[config.mk]
export PLATFORM = sky130hd
export DESIGN_NAME = ram_stream_reader_flat
export DESIGN_NICKNAME = d
export VERILOG_FILES = /design/src/rtl/ram_stream_reader_pkg.sv /design/src/rtl/ram_stream_reader_if.sv /design/src/rtl/ram_stream_reader_skid_fifo.sv /design/src/rtl/ram_stream_reader.sv /design/src/flat_wrapper.sv
export SDC_FILE = /design/constraint.sdc
export NUM_CORES = 1
export LEC_CHECK = 0
export BUFFER_PORTS_ARGS = -buffer_cell sky130_fd_sc_hd__buf_4
export CORE_AREA = 2 2 91 93
export CTS_BUF_LIST = sky130_fd_sc_hd__clkbuf_4
export DETAILED_ROUTE_END_ITERATION = 10
export DIE_AREA = 0 0 93 95
export PLACE_DENSITY = 0.78
export SYNTH_ARGS = -nofsm -noshare
export SYNTH_HDL_FRONTEND = slang
export SYNTH_SLANG_ARGS = --single-unit
[constraint.sdc]
create_clock -name clk -period 3 [get_ports clk]
set_input_delay 0.45 -clock clk [delete_from_list [all_inputs] [get_ports clk]]
set_output_delay 0.45 -clock clk [all_outputs]
set_load 0.005 [all_outputs]
[src/rtl/ram_stream_reader_pkg.sv]
// Shared types and constants for the RAM stream reader.
// Holds the FSM encoding, FIFO counter sizing and the default address stride.
package ram_stream_pkg;

    typedef enum logic [1:0] {
        IDLE  = 2'd0,
        RUN   = 2'd1,
        DRAIN = 2'd2
    } state_t;

    localparam int FIFO_DEPTH_DEFAULT = 2;
    localparam int CNT_W              = $clog2(FIFO_DEPTH_DEFAULT + 1);
    localparam int DEFAULT_STRIDE     = 1;

    // Counter width able to hold 0..depth inclusive.
    function automatic int cnt_width(input int depth);
        return $clog2(depth + 1);
    endfunction

endpackage

[src/rtl/ram_stream_reader_if.sv]
// Command, RAM-port and output-stream bundle of the RAM stream reader.
// master is the reader's view; slave is the view of the command source, RAM and consumer.
interface ram_stream_reader_if #(
    parameter int AW = 16,
    parameter int DW = 16
);
    logic          cmd_valid;
    logic          cmd_ready;
    logic [AW-1:0] cmd_addr;
    logic [AW:0]   cmd_len;
`ifdef RAM_STREAM_READER_STRIDE_EN
    logic [AW-1:0] cmd_stride;
`endif
    logic [AW-1:0] ram_addr;
    logic          ram_we;
    logic [DW-1:0] ram_din;
    logic [DW-1:0] ram_dout;
    logic          out_valid;
    logic          out_ready;
    logic [DW-1:0] out_data;
    logic          done;
    logic          busy;

    modport master (
`ifdef RAM_STREAM_READER_STRIDE_EN
        input  cmd_stride,
`endif
        input  cmd_valid, cmd_addr, cmd_len, ram_dout, out_ready,
        output cmd_ready, ram_addr, ram_we, ram_din, out_valid, out_data, done, busy
    );

    modport slave (
`ifdef RAM_STREAM_READER_STRIDE_EN
        output cmd_stride,
`endif
        output cmd_valid, cmd_addr, cmd_len, ram_dout, out_ready,
        input  cmd_ready, ram_addr, ram_we, ram_din, out_valid, out_data, done, busy
    );

endinterface

[src/rtl/ram_stream_reader_skid_fifo.sv]
// Skid FIFO absorbing the RAM read latency; head and valid come straight from registers.
// Latency: a push at edge N is visible at the head from edge N; push into a full FIFO is dropped unless popped the same cycle.
module ram_stream_skid_fifo
    import ram_stream_pkg::*;
#(
    parameter int DW    = 16,
    parameter int DEPTH = 2,
    parameter int CW    = CNT_W
) (
    input  logic          clk,
    input  logic          reset,
    input  logic          push,
    input  logic [DW-1:0] push_data,
    input  logic          pop,
    output logic [DW-1:0] head,
    output logic          head_vld,
    output logic [CW-1:0] count
);
    localparam int PW = (DEPTH > 1) ? $clog2(DEPTH) : 1;

    logic [DW-1:0] mem [DEPTH];
    logic [PW-1:0] wr_ptr;
    logic [PW-1:0] rd_ptr;
    logic          do_push;
    logic          do_pop;

    function automatic logic [PW-1:0] ptr_inc(input logic [PW-1:0] p);
        return (p == PW'(DEPTH - 1)) ? '0 : p + PW'(1);
    endfunction

    assign do_pop   = pop && (count != '0);
    assign do_push  = push && ((count != CW'(DEPTH)) || do_pop);
    assign head     = mem[rd_ptr];
    assign head_vld = (count != '0);

    always_ff @(posedge clk) begin
        if (do_push) begin
            mem[wr_ptr] <= push_data;
        end
    end

    always_ff @(posedge clk) begin
        if (reset) begin
            wr_ptr <= '0;
            rd_ptr <= '0;
            count  <= '0;
        end else begin
            if (do_push) begin
                wr_ptr <= ptr_inc(wr_ptr);
            end
            if (do_pop) begin
                rd_ptr <= ptr_inc(rd_ptr);
            end
            case ({do_push, do_pop})
                2'b10:   count <= count + CW'(1);
                2'b01:   count <= count - CW'(1);
                default: count <= count;
            endcase
        end
    end

endmodule

[src/rtl/ram_stream_reader.sv]
// Burst address sequencer turning RAM reads into a valid/ready stream (RAM_STREAM_READER_STRIDE_EN adds cmd_stride).
// Latency: first word valid 2 cycles after the command handshake; issue stalls when FIFO plus in-flight reads would overflow.
module ram_stream_reader
    import ram_stream_pkg::*;
#(
    parameter int AW         = 16,
    parameter int DW         = 16,
    parameter int FIFO_DEPTH = 2
) (
    input  logic clk,
    input  logic reset,
    ram_stream_reader_if.master bus
);
    localparam int CW = cnt_width(FIFO_DEPTH);

    state_t        state;
    state_t        state_nxt;
    logic [AW-1:0] addr_q;
    logic [AW-1:0] stride;
    logic [AW:0]   remaining;
    logic          rd_pending;
    logic          done_q;
    logic          issue;
    logic          pop;
    logic          drained;
    logic [CW-1:0] fifo_count;
    logic          fifo_vld;
    logic [DW-1:0] fifo_head;
    logic [CW:0]   occupancy;

    // Occupancy counts the read already in flight so that a word never arrives to a full FIFO.
    assign pop       = fifo_vld && bus.out_ready;
    assign occupancy = {1'b0, fifo_count} + (CW+1)'(rd_pending) - (CW+1)'(pop);
    assign issue     = (state == RUN) && (remaining != '0) && (occupancy < (CW+1)'(FIFO_DEPTH));
    assign drained   = !rd_pending && (fifo_count == '0) && !pop;

    assign bus.ram_addr  = addr_q;
    assign bus.ram_we    = 1'b0;
    assign bus.ram_din   = '0;
    assign bus.out_valid = fifo_vld;
    assign bus.out_data  = fifo_head;
    assign bus.done      = done_q;
    assign bus.cmd_ready = (state == IDLE);
    assign bus.busy      = (state != IDLE);

    always_comb begin
        state_nxt = state;
        unique case (state)
            IDLE: begin
                if (bus.cmd_valid) begin
                    state_nxt = (bus.cmd_len == '0) ? DRAIN : RUN;
                end
            end
            RUN: begin
                if (issue && (remaining == (AW+1)'(1))) begin
                    state_nxt = DRAIN;
                end
            end
            DRAIN: begin
                if (drained) begin
                    state_nxt = IDLE;
                end
            end
            default: state_nxt = IDLE;
        endcase
    end

    always_ff @(posedge clk) begin
        if (reset) begin
            state      <= IDLE;
            addr_q     <= '0;
            remaining  <= '0;
            rd_pending <= 1'b0;
            done_q     <= 1'b0;
        end else begin
            state      <= state_nxt;
            rd_pending <= issue;
            done_q     <= (state == DRAIN) && drained;
            if ((state == IDLE) && bus.cmd_valid) begin
                addr_q    <= bus.cmd_addr;
                remaining <= bus.cmd_len;
            end else if (issue) begin
                addr_q    <= addr_q + stride;
                remaining <= remaining - (AW+1)'(1);
            end
        end
    end

`ifdef RAM_STREAM_READER_STRIDE_EN
    always_ff @(posedge clk) begin
        if (reset) begin
            stride <= AW'(DEFAULT_STRIDE);
        end else if ((state == IDLE) && bus.cmd_valid) begin
            stride <= bus.cmd_stride;
        end
    end
`else
    assign stride = AW'(DEFAULT_STRIDE);
`endif

    ram_stream_skid_fifo #(
        .DW    (DW),
        .DEPTH (FIFO_DEPTH),
        .CW    (CW)
    ) u_fifo (
        .clk       (clk),
        .reset     (reset),
        .push      (rd_pending),
        .push_data (bus.ram_dout),
        .pop       (pop),
        .head      (fifo_head),
        .head_vld  (fifo_vld),
        .count     (fifo_count)
    );

endmodule

[src/flat_wrapper.sv]
// flat-port wrapper written by rule: the top's interface ports become plain ports
module ram_stream_reader_flat import ram_stream_pkg::*;
#(
    parameter int AW         = 16,
    parameter int DW         = 16,
    parameter int FIFO_DEPTH = 2
)
  (clk, reset, bus_cmd_valid, bus_cmd_addr, bus_cmd_len, bus_ram_dout, bus_out_ready, bus_cmd_ready, bus_ram_addr, bus_ram_we, bus_ram_din, bus_out_valid, bus_out_data, bus_done, bus_busy);
  ram_stream_reader_if #(.AW(AW), .DW(DW)) bus_i ();
  input  logic clk;
  input  logic reset;
  input wire logic [$bits(bus_i.cmd_valid)-1:0] bus_cmd_valid;
  input wire logic [$bits(bus_i.cmd_addr)-1:0] bus_cmd_addr;
  input wire logic [$bits(bus_i.cmd_len)-1:0] bus_cmd_len;
  input wire logic [$bits(bus_i.ram_dout)-1:0] bus_ram_dout;
  input wire logic [$bits(bus_i.out_ready)-1:0] bus_out_ready;
  output wire logic [$bits(bus_i.cmd_ready)-1:0] bus_cmd_ready;
  output wire logic [$bits(bus_i.ram_addr)-1:0] bus_ram_addr;
  output wire logic [$bits(bus_i.ram_we)-1:0] bus_ram_we;
  output wire logic [$bits(bus_i.ram_din)-1:0] bus_ram_din;
  output wire logic [$bits(bus_i.out_valid)-1:0] bus_out_valid;
  output wire logic [$bits(bus_i.out_data)-1:0] bus_out_data;
  output wire logic [$bits(bus_i.done)-1:0] bus_done;
  output wire logic [$bits(bus_i.busy)-1:0] bus_busy;
  assign bus_i.cmd_valid = bus_cmd_valid;
  assign bus_i.cmd_addr = bus_cmd_addr;
  assign bus_i.cmd_len = bus_cmd_len;
  assign bus_i.ram_dout = bus_ram_dout;
  assign bus_i.out_ready = bus_out_ready;
  assign bus_cmd_ready = bus_i.cmd_ready;
  assign bus_ram_addr = bus_i.ram_addr;
  assign bus_ram_we = bus_i.ram_we;
  assign bus_ram_din = bus_i.ram_din;
  assign bus_out_valid = bus_i.out_valid;
  assign bus_out_data = bus_i.out_data;
  assign bus_done = bus_i.done;
  assign bus_busy = bus_i.busy;
  ram_stream_reader #(.AW(AW), .DW(DW), .FIFO_DEPTH(FIFO_DEPTH)) u_core (.clk(clk), .reset(reset), .bus(bus_i));
endmodule
== Word level (Yosys, flattened, before mapping) ==
Memories as Yosys holds them, arrays and structs flattened. A register that Yosys moved wholly into a read port is not among the register bits.
Index checks and enable logic that the tools add are counted.

* Memory bits (writable): 32
* Input port bits: 53
* Memories: 1
* Output and inout bits: 53
* Bits in registers: 41

* Add/sub/neg operators: 8
* Mux-type cells: 16
* Eq/ne operators: 9
* Order comparisons: 1
* Reduce and logical (&&, ||, !) cells: 22

{| class="wikitable"
|+ Memory list
! name !! depth !! bits a word !! read ports !! clocked after Yosys merged registers in !! write ports !! RTL line !! text
|-
| u_core.u_fifo.mem || 2 || 16 || 1 || 1 || 1 || ram_stream_reader_skid_fifo.sv:21 || <nowiki>logic [DW-1:0] mem [DEPTH];</nowiki>
|}

{| class="wikitable"
|+ Operators with widths
! kind !! number
|-
| 2-to-1 mux 17 bit || 2
|-
| 2-to-1 mux 16 bit || 2
|-
| equality test 17 x 1 -> 1 bit (second input constant) || 1
|-
| zero test 17 bit || 1
|-
| nonzero test 17 bit || 1
|-
| subtractor 17 x 1 -> 17 bit (second input constant) || 1
|-
| adder 16 x 1 -> 16 bit (second input constant) || 1
|-
| logical AND 1 bit || 10
|-
| 2-to-1 mux 2 bit || 4
|-
| nonzero test 2 bit || 4
|-
| 2-to-1 mux 1 bit || 6
|-
| != test 2 bit (second input constant) || 3
|-
| case mux 2 bit (3 select lines) || 1
|-
| equality test 2 x 1 -> 1 bit (second input constant) || 2
|-
| equality test 2 bit (second input constant) || 2
|-
| zero test 2 bit || 2
|-
| case mux 2 bit (2 select lines) || 1
|-
| adder 2 x 1 -> 3 bit || 1
|-
| less-than comparator 3 x 2 -> 1 bit (second input constant) || 1
|-
| AND reduction 3 bit || 1
|-
| subtractor 3 x 1 -> 3 bit || 1
|-
| adder 1 bit (second input constant) || 2
|-
| adder 2 x 1 -> 2 bit (second input constant) || 1
|-
| zero test 1 bit || 2
|-
| 3 further kinds || 3
|}

== Depth between registers and ports, before layout ==
* Depth after elaboration: 8
* Depth in mapped cells: 12

== Cells and area by module ==
Synthesis repeated with hierarchy kept, for this count alone.

* Cells, all modules: 381
* Area, all modules: 3885.0 µm²

{| class="wikitable"
|+ Modules (own cells, without submodules)
! module !! cells an instance !! times used !! area an instance (µm²) !! seq. area each (µm²)
|-
| ram_stream_reader || 302 || 1 || 2481.1 || 740.7
|-
| ram_stream_skid_fifo || 79 || 1 || 1403.8 || 1061.0
|}

== Least setup slack after synthesis ==
OpenSTA, ideal clock, no wires.

* Path type: register -> register
* From: register u_core.u_fifo.count[1]
* To: register u_core.addr_q[1], in the netlist u_core.bus.ram_addr[1]
* Buffers on the path: 2
* Data arrival time: 2.987 ns
* Stages on the path, launching flop included: 13
* Period minus slack after synthesis: 3.078 ns
* Setup slack: -0.078 ns
* Cell sequence: dfxtp_1 > or2_2 > and2_1 > ha_1 > nand2b_1 > fa_1 > nand3b_1 > or2_1 > clkbuf_1 > a31oi_2 > buf_2 > nand2_1 > a311oi_1

* Word-level cells in the longest chain between the ends: 6

{| class="wikitable"
|+ Ends and longest elaborated chain
! element !! RTL line !! text
|-
| start: declaration || ram_stream_reader_skid_fifo.sv:17 || <nowiki>output logic [CW-1:0] count</nowiki>
|-
| start signal: assignment || ram_stream_reader_skid_fifo.sv:55 || <nowiki>2'b10: count <= count + CW'(1);</nowiki>
|-
| start signal: assignment || ram_stream_reader_skid_fifo.sv:56 || <nowiki>2'b01: count <= count - CW'(1);</nowiki>
|-
| start signal: assignment || ram_stream_reader_skid_fifo.sv:57 || <nowiki>default: count <= count;</nowiki>
|-
| nonzero test 2 bit || ram_stream_reader_skid_fifo.sv:34 || <nowiki>assign head_vld = (count != '0);</nowiki>
|-
| net bus_out_valid || flat_wrapper.sv:21 || <nowiki>output wire logic [$bits(bus_i.out_valid)-1:0] bus_out_valid;</nowiki>
|-
| logical AND 1 bit || ram_stream_reader.sv:32 || <nowiki>assign pop = fifo_vld && bus.out_ready;</nowiki>
|-
| subtractor 3 x 1 -> 3 bit || ram_stream_reader.sv:33 || <nowiki>assign occupancy = {1'b0, fifo_count} + (CW+1)'(rd_pending) - (CW+1)'(pop);</nowiki>
|-
| less-than comparator 3 x 2 -> 1 bit || ram_stream_reader.sv:34 || <nowiki>assign issue = (state == RUN) && (remaining != '0) && (occupancy < (CW+1)'(FIFO_DEPTH));</nowiki>
|-
| logical AND 1 bit || ram_stream_reader.sv:34 ||
|-
| nonzero test 2 bit (no line) || - ||
|-
| end signal: assignment || ram_stream_reader.sv:80 || <nowiki>addr_q <= bus.cmd_addr;</nowiki>
|-
| end signal: assignment || ram_stream_reader.sv:83 || <nowiki>addr_q <= addr_q + stride;</nowiki>
|-
| end: declaration || ram_stream_reader.sv:18 || <nowiki>logic [AW-1:0] addr_q;</nowiki>
|}

The timed path passes the listed nets, and every way through them passes these cells.
A chain may end at the register's enable or synchronous reset.

== Final worst setup path ==
* From: register u_core.u_fifo.count[0]
* To: register u_core.addr_q[6], in the netlist u_core.bus.ram_addr[6]

* Word-level cells in the longest chain between the ends: 6

{| class="wikitable"
|+ Ends and longest elaborated chain
! element !! RTL line
|-
| parallel branches: the longest is 2 deep, another holds adder 2 x 1 -> 3 bit || -
|-
| subtractor 3 x 1 -> 3 bit * || ram_stream_reader.sv:33
|-
| less-than comparator 3 x 2 -> 1 bit * || ram_stream_reader.sv:34
|-
| logical AND 1 bit * || ram_stream_reader.sv:34
|-
| nonzero test 2 bit (no line) * || -
|}

Mark *: on every way between the ends.

==> impl_metrics.env <==
export IMPL_worstSetupPathType="register to register"
export IMPL_worst_setup_hold_path_clk_slew_ns=0.13
export IMPL_postRouteWirelength_um=9690
export IMPL_synth_flop_cell="dfxtp_1"
export IMPL_grt_start_max_net_pins=40
export IMPL_setup_worst_path_start_class="register"
export IMPL_via_count=3412
export IMPL_rsz0062_at_grt="no"
export IMPL_floorplan_initialDensity=0.473
export IMPL_ys_seq_elements=74
export IMPL_detail_route_drc_violations=0
export IMPL_cts_tree="built"
export IMPL_power_switching_share=0.316
export IMPL_sequentialPowerShare=0.443
export IMPL_final_fill_count=685
export IMPL_postSynthAreaPerCell_um2=9.89
export IMPL_multi_input_comb_area_mm2=0.00189
export IMPL_internal_power_consumption_w=0.00192
export IMPL_synth_cell_type_count=60
export IMPL_ys_seq_area_frac=0.481
export IMPL_port_buf_inserts=88
export IMPL_worst_slew_pin_transition_ns=0.908
export IMPL_die_width_um=93
export IMPL_chipHeight_um=95
export IMPL_power_net_switching_w=0.000887
export IMPL_ir_drop_v=0.000223
export IMPL_total_power_density_per_cell_area_mw_per_mm2=574
export IMPL_numCtsBuffers=9
export IMPL_post_place_cell_area_mm2=0.00459
export IMPL_clk_insertion_delay_late_ns=0.42
export IMPL_normalized_max_slew_margin=0.390
export IMPL_nNetsFinal=543
export IMPL_layout_commonest_cell="buf_4"
export IMPL_cells_after_synthesis=379
export IMPL_dp_cells=576
export IMPL_cts_hold_fix_buffers=0
export IMPL_final_max_slew_viols=0
export IMPL_synth_cell_area_mm2=0.00375
export IMPL_via_count_of_the_first_global_routing_pass=3185
export IMPL_combPwrFrac=0.280
export IMPL_area_of_the_die_mm2=0.00884
export IMPL_cts_max_level=3
export IMPL_finalHoldViolCount=0
export IMPL_outcome="completed"
export IMPL_post_route_cells_drive_above_1_share=0.347
export IMPL_cp_data_required_time_ns=3.36
export IMPL_antenna_cells_inserted=0
export IMPL_leakage_power_figure_nw=1.90
export IMPL_hold_class="input pin to register"
export IMPL_area_growth_synth_to_final_pct=30.8
export IMPL_clock_root_buffer="clkbuf_4"
export IMPL_hpwlAfterDp_um=6840
export IMPL_report_power_total_w=0.00281
export IMPL_core_mm2=0.00793
export IMPL_place_congestion=0.915
export IMPL_post_layout_nonfiller_instances=595
export IMPL_drv_max_cap_violation_count=0
export IMPL_final_setup_viol_count=0
export IMPL_grt_overflow_total=0
export IMPL_post_route_period_util=0.963
export IMPL_finClkSkew_ns=0.0157
export IMPL_global_route_wire_length_before_repair_um=15100
export IMPL_register_to_register_setup_slack_ns=0.11
export IMPL_length_of_the_first_detailed_routing_pass_in_iterations=5
export IMPL_timing_critical_path_arrival_ns=3.25
export IMPL_worstPathMaxFanout=5
export IMPL_period_needed_ns=2.89
export IMPL_finalInstanceArea_mm2=0.00490
export IMPL_floorplan_rows=33
export IMPL_routedWlPerCell_um=16.3
export IMPL_max_freq_mhz=346
export IMPL_num_ports=106
export IMPL_groute_usage_overall=0.218
export IMPL_layout_common_cells="buf_4 (111), dfxtp_1 (41), nand2_1 (35), edfxtp_1 (32), nor2_1 (30)"
export IMPL_yosysWarningCount=0
export IMPL_cp_end_kind="register"
export IMPL_clkPwrFrac=0.277
export IMPL_utilization=0.618
export IMPL_clkSinkCount=74
export IMPL_number_of_vias_per_cell_after_detailed_routing=5.73
export IMPL_drtAntennaViolNets=0
export IMPL_postSynth_asyncResetShare=0
export IMPL_cts_buffer_depth=2
export IMPL_antenna_found_initial=0
export IMPL_layout_area_seq_mm2=0.00180
export IMPL_synth_edff_count=32
export IMPL_drt_iter0_markers=253
-- power groups by stage --
stage	Combinational (W)	Sequential, W	Clock, W
after floorplan	0.000446	0.00124	0
after global routing	0.000860	0.00126	0.000824
after CTS	0.000742	0.00124	0.000789
after global placement	0.000700	0.00126	0
final	0.000787	0.00125	0.000778
after detailed placement	0.000715	0.00126	0
-- worst max-delay path, cell delays in order, from the launching register on --
cell and delay [ns]:
dfxtp_2 0.33, or2_2 0.30, and2_4 0.15, ha_4 0.20, nand2b_4 0.13, fa_1 0.48
nand3b_1 0.15, or2_4 0.35, a31oi_4 0.29, buf_4 0.17, buf_4 0.10, o21ai_1 0.05
a31oi_1 0.14
-- cell usage after synthesis, types with 3 or more instances --
library cell   n  share of area
a211oi_1      10          0.020
a21oi_1        7         0.0093
a221oi_1       4         0.0093
a311oi_1       7          0.016
a31oi_1        8          0.013
and3_1         6          0.010
buf_4         18          0.036
clkbuf_1      12          0.012
dfxtp_1       42           0.22
edfxtp_1      32           0.26
ha_1           4          0.013
inv_1         13          0.013
mux2_2        16          0.048
mux2i_1        3         0.0080
nand2_1       35          0.035
nand2b_1       3         0.0050
nand3_1       12          0.016
nand4_1        7          0.012
nor2_1        30          0.030
nor2b_1        3         0.0050
nor3_1        16          0.021
nor4_1        11          0.018
o2111ai_1      3         0.0070
o211ai_1       7          0.014
o21ai_0        5         0.0067
o21ai_1        5         0.0067
o31ai_1        3         0.0060
or3_1         10          0.017
or4_1          3         0.0060
xor2_1         5          0.012
-- logic make-up (layout without fill, tap and decap cells) --
logic type	Yosys count	after routing	share of synthesized area
other	1	17	0.00100
AO/OA/AOI/OAI	75	76	0.149
XOR/XNOR	7	7	0.0164
flip-flops	74	74	0.481
AND/OR/NAND/NOR	151	151	0.213
buffers and inverters	47	141	0.0658
adder cells (fa/ha/maj)	5	5	0.0187
multiplexers	19	19	0.0561
-- final timing paths --
check	startpoint	endpoint	cells past startpoint
worst min-delay path	bus_ram_dout[15]	u_core.u_fifo.mem[0][15]	1
worst min register to register	u_core.remaining[0]	u_core.remaining[0]	2
worst max register to register	u_core.u_fifo.count[0]	u_core.bus.ram_addr[6]	12
worst max-delay path	u_core.u_fifo.count[0]	u_core.bus.ram_addr[6]	12
-- timing repair --
| action | 4_1_cts | 5_1_grt |
|---|---|---|
| resized for setup | 1 | 18 |
| setup endpoints to repair | 6 | 26 |
| buffers inserted | 2 | 0 |
| pin swaps | 0 | 7 |
| cloned | 1 | 0 |
-- sequential cells by signal, summed over array words and instances (netlist names), named ones only --
register and count:
u_core.state 2, u_core.u_fifo.rd_ptr 1, u_core.u_fifo.mem 32, u_core.u_fifo.count 2, u_core.rd_pending 1, u_core.remaining 17
u_core.bus.done 1, u_core.bus.ram_addr 16, u_core.u_fifo.wr_ptr 1
-- per-layer routing --
metal  global-route usage  part of all wire
met5                    0                 0
met4               0.0711             0.015
met3               0.0487             0.082
met2                0.382              0.49
met1                0.268              0.41
-- area by class of cell --
| class | instances | area share |
|---|---|---|
| Multi-Input combinational cell | 275 | 0.385 |
| Clock buffer | 9 | 0.0138 |
| Timing Repair Buffer | 112 | 0.172 |
| Clock inverter | 7 | 0.0240 |
| Tap cell | 105 | 0.0268 |
| Inverter | 13 | 0.00996 |
| Sequential cell | 74 | 0.368 |
-- through the flow --
stage                     hold slack, ns  setup TNS [ns]  setup slack [ns]
after global routing               0.189               0            0.0153
after floorplan                    0.480         -0.0812           -0.0490
after global placement             0.495               0            0.0358
final                              0.211               0             0.111
after detailed placement           0.507         -0.0996           -0.0944
after CTS                          0.192        -0.00232          -0.00232
Power figures use the tool's default switching activity.
